<file path="src/rtl/narnet_sample_feeder.sv">
// Sample feeder for a NARNET-style predictor: buffers raw samples, rescales them,
// hands them to the network and optionally iterates its predictions (closed loop).
module narnet_sample_feeder #(
  parameter int N       = 8,
  parameter int Q       = 7,
  parameter int DEPTH   = 8,
  parameter int OFFSET  = 0,
  parameter int GAIN    = 128,
  parameter int TIMEOUT = 1023
) (
  input  logic         clk,
  input  logic         rst,
  input  logic         enable,
  input  logic         s_valid,
  input  logic [N-1:0] s_data,
  output logic         s_ready,
  input  logic         mode,
  input  logic [7:0]   horizon,
  output logic [N-1:0] x_in,
  output logic         x_ready,
  input  logic [N-1:0] y_out,
  input  logic         out_ready,
  output logic [N-1:0] pred_out,
  output logic         pred_valid,
  output logic         busy,
  output logic         err
);

  localparam int AW = $clog2(DEPTH);
  localparam int CW = AW + 1;
  localparam int WW = (TIMEOUT > 0) ? $clog2(TIMEOUT + 1) : 1;
  localparam int PW = 2 * N + 3;
  localparam logic signed [N:0]    OFF_X  = (N+1)'(OFFSET);
  localparam logic signed [N+1:0]  GAIN_X = (N+2)'(GAIN);
  localparam logic signed [PW-1:0] SAT_HI = PW'((1 << (N - 1)) - 1);
  localparam logic signed [PW-1:0] SAT_LO = PW'(-(1 << (N - 1)));

  typedef enum logic [1:0] {IDLE, ISSUE, WAIT_NET, EMIT} state_t;
  state_t state, state_nxt;

  logic [N-1:0]  mem [DEPTH];
  logic [AW-1:0] wr_ptr, rd_ptr;
  logic [CW-1:0] count;
  logic          push, pop;
  logic [7:0]    steps_left;
  logic [WW-1:0] wdog;
  logic          wdog_expired;

  logic signed [N:0]    diff;
  logic signed [PW-1:0] prod;
  logic signed [PW-1:0] shifted;
  logic [N-1:0]         scaled;

  assign s_ready      = (count != CW'(DEPTH));
  assign push         = s_valid && s_ready;
  assign pop          = enable && (state == IDLE) && (count != '0);
  assign busy         = (state != IDLE);
  assign wdog_expired = (wdog == WW'(TIMEOUT));

  // Offset removal and gain are done at full precision on the FIFO head, then saturated.
  always_comb begin
    diff    = $signed({mem[rd_ptr][N-1], mem[rd_ptr]}) - OFF_X;
    prod    = $signed({{(N+2){diff[N]}}, diff}) * $signed({{(N+1){GAIN_X[N+1]}}, GAIN_X});
    shifted = prod >>> Q;
    if (shifted > SAT_HI)
      scaled = SAT_HI[N-1:0];
    else if (shifted < SAT_LO)
      scaled = SAT_LO[N-1:0];
    else
      scaled = shifted[N-1:0];
  end

  always_ff @(posedge clk) begin
    if (push)
      mem[wr_ptr] <= s_data;
  end

  always_ff @(posedge clk or negedge rst) begin
    if (!rst) begin
      state      <= IDLE;
      wr_ptr     <= '0;
      rd_ptr     <= '0;
      count      <= '0;
      x_in       <= '0;
      pred_out   <= '0;
      err        <= 1'b0;
      steps_left <= '0;
      wdog       <= '0;
    end else begin
      state <= state_nxt;
      if (push)
        wr_ptr <= wr_ptr + 1'b1;
      if (pop) begin
        rd_ptr     <= rd_ptr + 1'b1;
        x_in       <= scaled;
        steps_left <= mode ? horizon : '0;
      end
      case ({push, pop})
        2'b10:   count <= count + 1'b1;
        2'b01:   count <= count - 1'b1;
        default: count <= count;
      endcase
      // Watchdog and datapath only advance together with the FSM.
      if (enable) begin
        case (state)
          ISSUE: wdog <= '0;
          WAIT_NET: begin
            if (out_ready)
              pred_out <= y_out;
            else if (wdog_expired)
              err <= 1'b1;
            else
              wdog <= wdog + 1'b1;
          end
          EMIT: begin
            if (steps_left != '0) begin
              x_in       <= pred_out;
              steps_left <= steps_left - 1'b1;
            end
          end
          default: ;
        endcase
      end
    end
  end

  always_comb begin
    state_nxt  = state;
    x_ready    = 1'b0;
    pred_valid = 1'b0;
    if (enable) begin
      case (state)
        IDLE: begin
          if (count != '0)
            state_nxt = ISSUE;
        end
        ISSUE: begin
          x_ready   = 1'b1;
          state_nxt = WAIT_NET;
        end
        WAIT_NET: begin
          if (out_ready)
            state_nxt = EMIT;
          else if (wdog_expired)
            state_nxt = IDLE;
        end
        EMIT: begin
          pred_valid = 1'b1;
          state_nxt  = (steps_left != '0) ? ISSUE : IDLE;
        end
        default: state_nxt = IDLE;
      endcase
    end
  end

endmodule

</file>
<file path="config.mk">
export PLATFORM = sky130hd
export DESIGN_NAME = narnet_sample_feeder
export DESIGN_NICKNAME = d
export VERILOG_FILES = /design/src/rtl/narnet_sample_feeder.sv
export SDC_FILE = /design/constraint.sdc
export NUM_CORES = 1
export LEC_CHECK = 0
export ABC_CLOCK_PERIOD_IN_PS = 3250
export CORE_MARGIN = 4
export CORE_UTILIZATION = 56
export DETAILED_ROUTE_END_ITERATION = 16
export PLACE_DENSITY = 0.84
export SYNTH_ARGS = -nofsm -noshare
export SYNTH_HDL_FRONTEND = slang
export SYNTH_SLANG_ARGS = --single-unit
</file>
<file path="constraint.sdc">
create_clock -name clk -period 3.25 [get_ports clk]
set_clock_uncertainty 0.15 [all_clocks]
set_input_delay 0.975 -clock clk [delete_from_list [all_inputs] [get_ports clk]]
set_output_delay 0.975 -clock clk [all_outputs]
set_load 0.01 [all_outputs]
</file>
==> flow_summary_export.csv <==
group,metric,value,unit
die,num_rows,33,
cells_and_area,drive_above_1_share,17.42,%
hold_path,min_path_type,"reg -> reg",
clock_tree,cts-resized-gates,1,
cells_and_area,antenna_cells,0,
die,ios,51,
setup_path,cp_cell_sequence,"dlygate4sd2_1 > nand3_1 > inv_2 > clkdlybuf4s50_1",
routing,dr.pass1.iters,5,
die,start_util,58.66,%
synth,yosysSeqAreaShare,63.32,%
run,maxCapViolCount,0,
setup_path,slowest_delay,0.53,ns
grt,grt_use_total,20.17,%
synth,ys.flop_type,"edfxtp_1",
synth,syn_avg_cell_area,14.06,um2
setup_path,critPathKind,"in -> out",
routing,routedWlPerCell,18.54,um
timing,finalSetupTns,0,ns
power,leakage,2.151,nW
die,die_h,101.5,um
place,place_worst_setup_slack,-0.3481,ns
synth,synth_edf_count,64,
cells_and_area,nets,452,
place,dpl.hpwl,6.771,mm
synth,ys_ff_latch,111,
clock_tree,tritoncts.num_buffers,9,
place,io_buffer_count,50,
power,powerDensity,812.2,mW/mm2
synth,synth_top_area_share,39.28,%
clock_tree,post-cts-setup-buffer-count,0,
power,finalPower,4.721,mW
power,vdd_drop_max,0.3932,mV
synth,synth.distinct_cells,51,
timing,setup_violations,0,
setup_path,crit_slowest_cell,"clkdlybuf4s50_1",
routing,vias_per_cell,5.973,
cells_and_area,final_util,69.70,%
timing,whs,0.3218,ns
die,coreArea,0.008341,mm2
clock_tree,clk_path_buf_depth,2,
setup_path,crit_arrival,2.04,ns
synth,postSynthCellCount,348,
routing,routed_wirelength,9.717,mm
routing,num_vias,3130,
grt,grt_max_degree,48,
synth,ys_warn_count,0,
clock_tree,htree_levels,3,
die,die-width,101.5,um
setup_path,cp.required,2.12,ns
place,place.gp.congestion,0.7959,
synth,synthesis.area,0.004892,mm2
die,die-area,0.01030,mm2
timing,worst_pin_slew,0.8129,ns
run_status,status,"finished, final reports clean",
synth,syn_nets,386,
routing,drt_iter0_drc,176,
timing,max_clock_freq,316.4,MHz
clock_tree,path_clk_slew,0.11,ns
timing,final-hold-violation-count,0,
synth,async_reset_ff_share,42.34,%
routing,drc,0,
timing,slew_violations,0,
setup_path,start_kind,"primary input",
setup_path,cp_max_fo,5,
setup_path,rr_worst_depth,7,
timing,post-route-period-util,97.26,%
timing,rsz0062_at_grt,"false",
clock_tree,insertion_delay,0.37,ns
synth,synth_top_cells_by_area,"edfxtp_1, dfrtp_1, mux4_2, nand3_1, o211ai_1",
clock_tree,cts-hold-fix-buffers,0,
grt,first_global_vias,3235,
synth,yosysTopAreaCell,"edfxtp_1",
clock_tree,cts_tree,"built",
timing,finalCriticalPeriod,3.161,ns
setup_path,endpoint_kind,"primary output",
clock_tree,cts.sinks,111,
grt,grt-ovfl-total,0,
timing,slew_headroom,45.81,%
clock_tree,cts-root-buf,"clkbuf_8",
grt,grt_pass1_wl,16.00,mm
hold_path,holdPathStages,1,
timing,finalWorstSetupSlack,0.08897,ns
grt,antenna_found_initial,0,
routing,ant_nets,0,
cells_and_area,syn_to_final_growth,18.82,%
-- worst paths after layout --
kind                           from       endpoint  slack [ns]
setup / recovery             enable     pred_valid        0.09
hold / removal                  err            err        0.32
setup reg to reg           count[0]       count[3]        0.30
hold reg to reg                 err            err        0.32
max in group asynchronous       rst  steps_left[2]        2.02
min in group asynchronous       rst        wdog[7]        0.53
-- synth_stat cells, types with 7 or more instances --
cell type  count
mux4_2        16
nand2_1       24
o211ai_1      13
o31ai_1        9
a21oi_1        8
dfrtp_1       47
edfxtp_1      64
ha_1           7
mux2_2         8
nor3_1        19
inv_1         15
mux2i_1        9
nand3_1       22
-- routing by layer --
layer / GRT usage (%) / wire, um
met4: 4.294 / 110
met3: 4.408 / 516
met5: 0 / 0
met1: 27.00 / 4178
met2: 34.31 / 4911
-- metrics by stage --
stage	cells	instance area (um2)
after detailed placement	508	5594
after floorplan	348	4892
after global placement	508	5594
after global routing	524	5813
after CTS	524	5813
final	524	5813
-- power breakdown --
| group | internal [mW] | total, mW | switching [mW] |
|---|---|---|---|
| clock | 0.326 | 0.855 | 0.530 |
| combinational | 0.893 | 1.68 | 0.783 |
| sequential | 1.85 | 2.19 | 0.337 |
| total | 3.07 | 4.72 | 1.65 |
-- cell families (layout without fill, tap and decap cells) --
group	count (synthesis)	in the layout	share of synthesized area (%)
mux	34	34	11.28
flops	111	111	63.32
fa+ha+maj	8	8	2.199
simple gates	106	106	11.59
buf+inv	34	105	3.248
compound gates	49	49	7.289
xor+xnor	6	6	1.074
-- layout by cell type, fill, tap and decap left out, types with 3 or more instances in the layout --
master,instances
xnor2_1,5
o31ai_1,8
or2_2,3
nand3_1,22
nor4_1,6
or3_1,6
buf_4,22
o211ai_1,13
dfrtp_1,47
mux2_2,8
o21ai_0,6
a21oi_1,8
a32o_1,3
inv_1,15
mux2i_1,9
edfxtp_1,64
clkbuf_8,9
clkdlybuf4s50_1,48
nand2_1,24
nor3_1,19
nand2b_1,4
nor2_1,6
mux4_2,16
ha_1,7
-- sequential cells by signal, indices dropped and copies added, names as in the netlist --
register / cells
count: 4
err: 1
mem: 64
pred_out: 8
rd_ptr: 3
state: 2
steps_left: 8
wdog: 10
wr_ptr: 3
x_in: 8
-- worst max-delay path: cells and delay by family --
| kind | cells | cell delay [ns] |
|---|---|---|
| buffers and inverters | 3 | 0.91 |
| and+or+nand+nor | 1 | 0.15 |
-- final cells by class --
type                       instances  area, um2
clock buffer                       9      123.9
tap                              105      131.4
fill                             531       2527
inverter                          17      63.81
sequential                       111       3098
clock inverter                     7      96.34
timing repair buffer              72      659.4
multi-input combinational        203       1640
No activity file was read; power rests on OpenSTA's default activity.
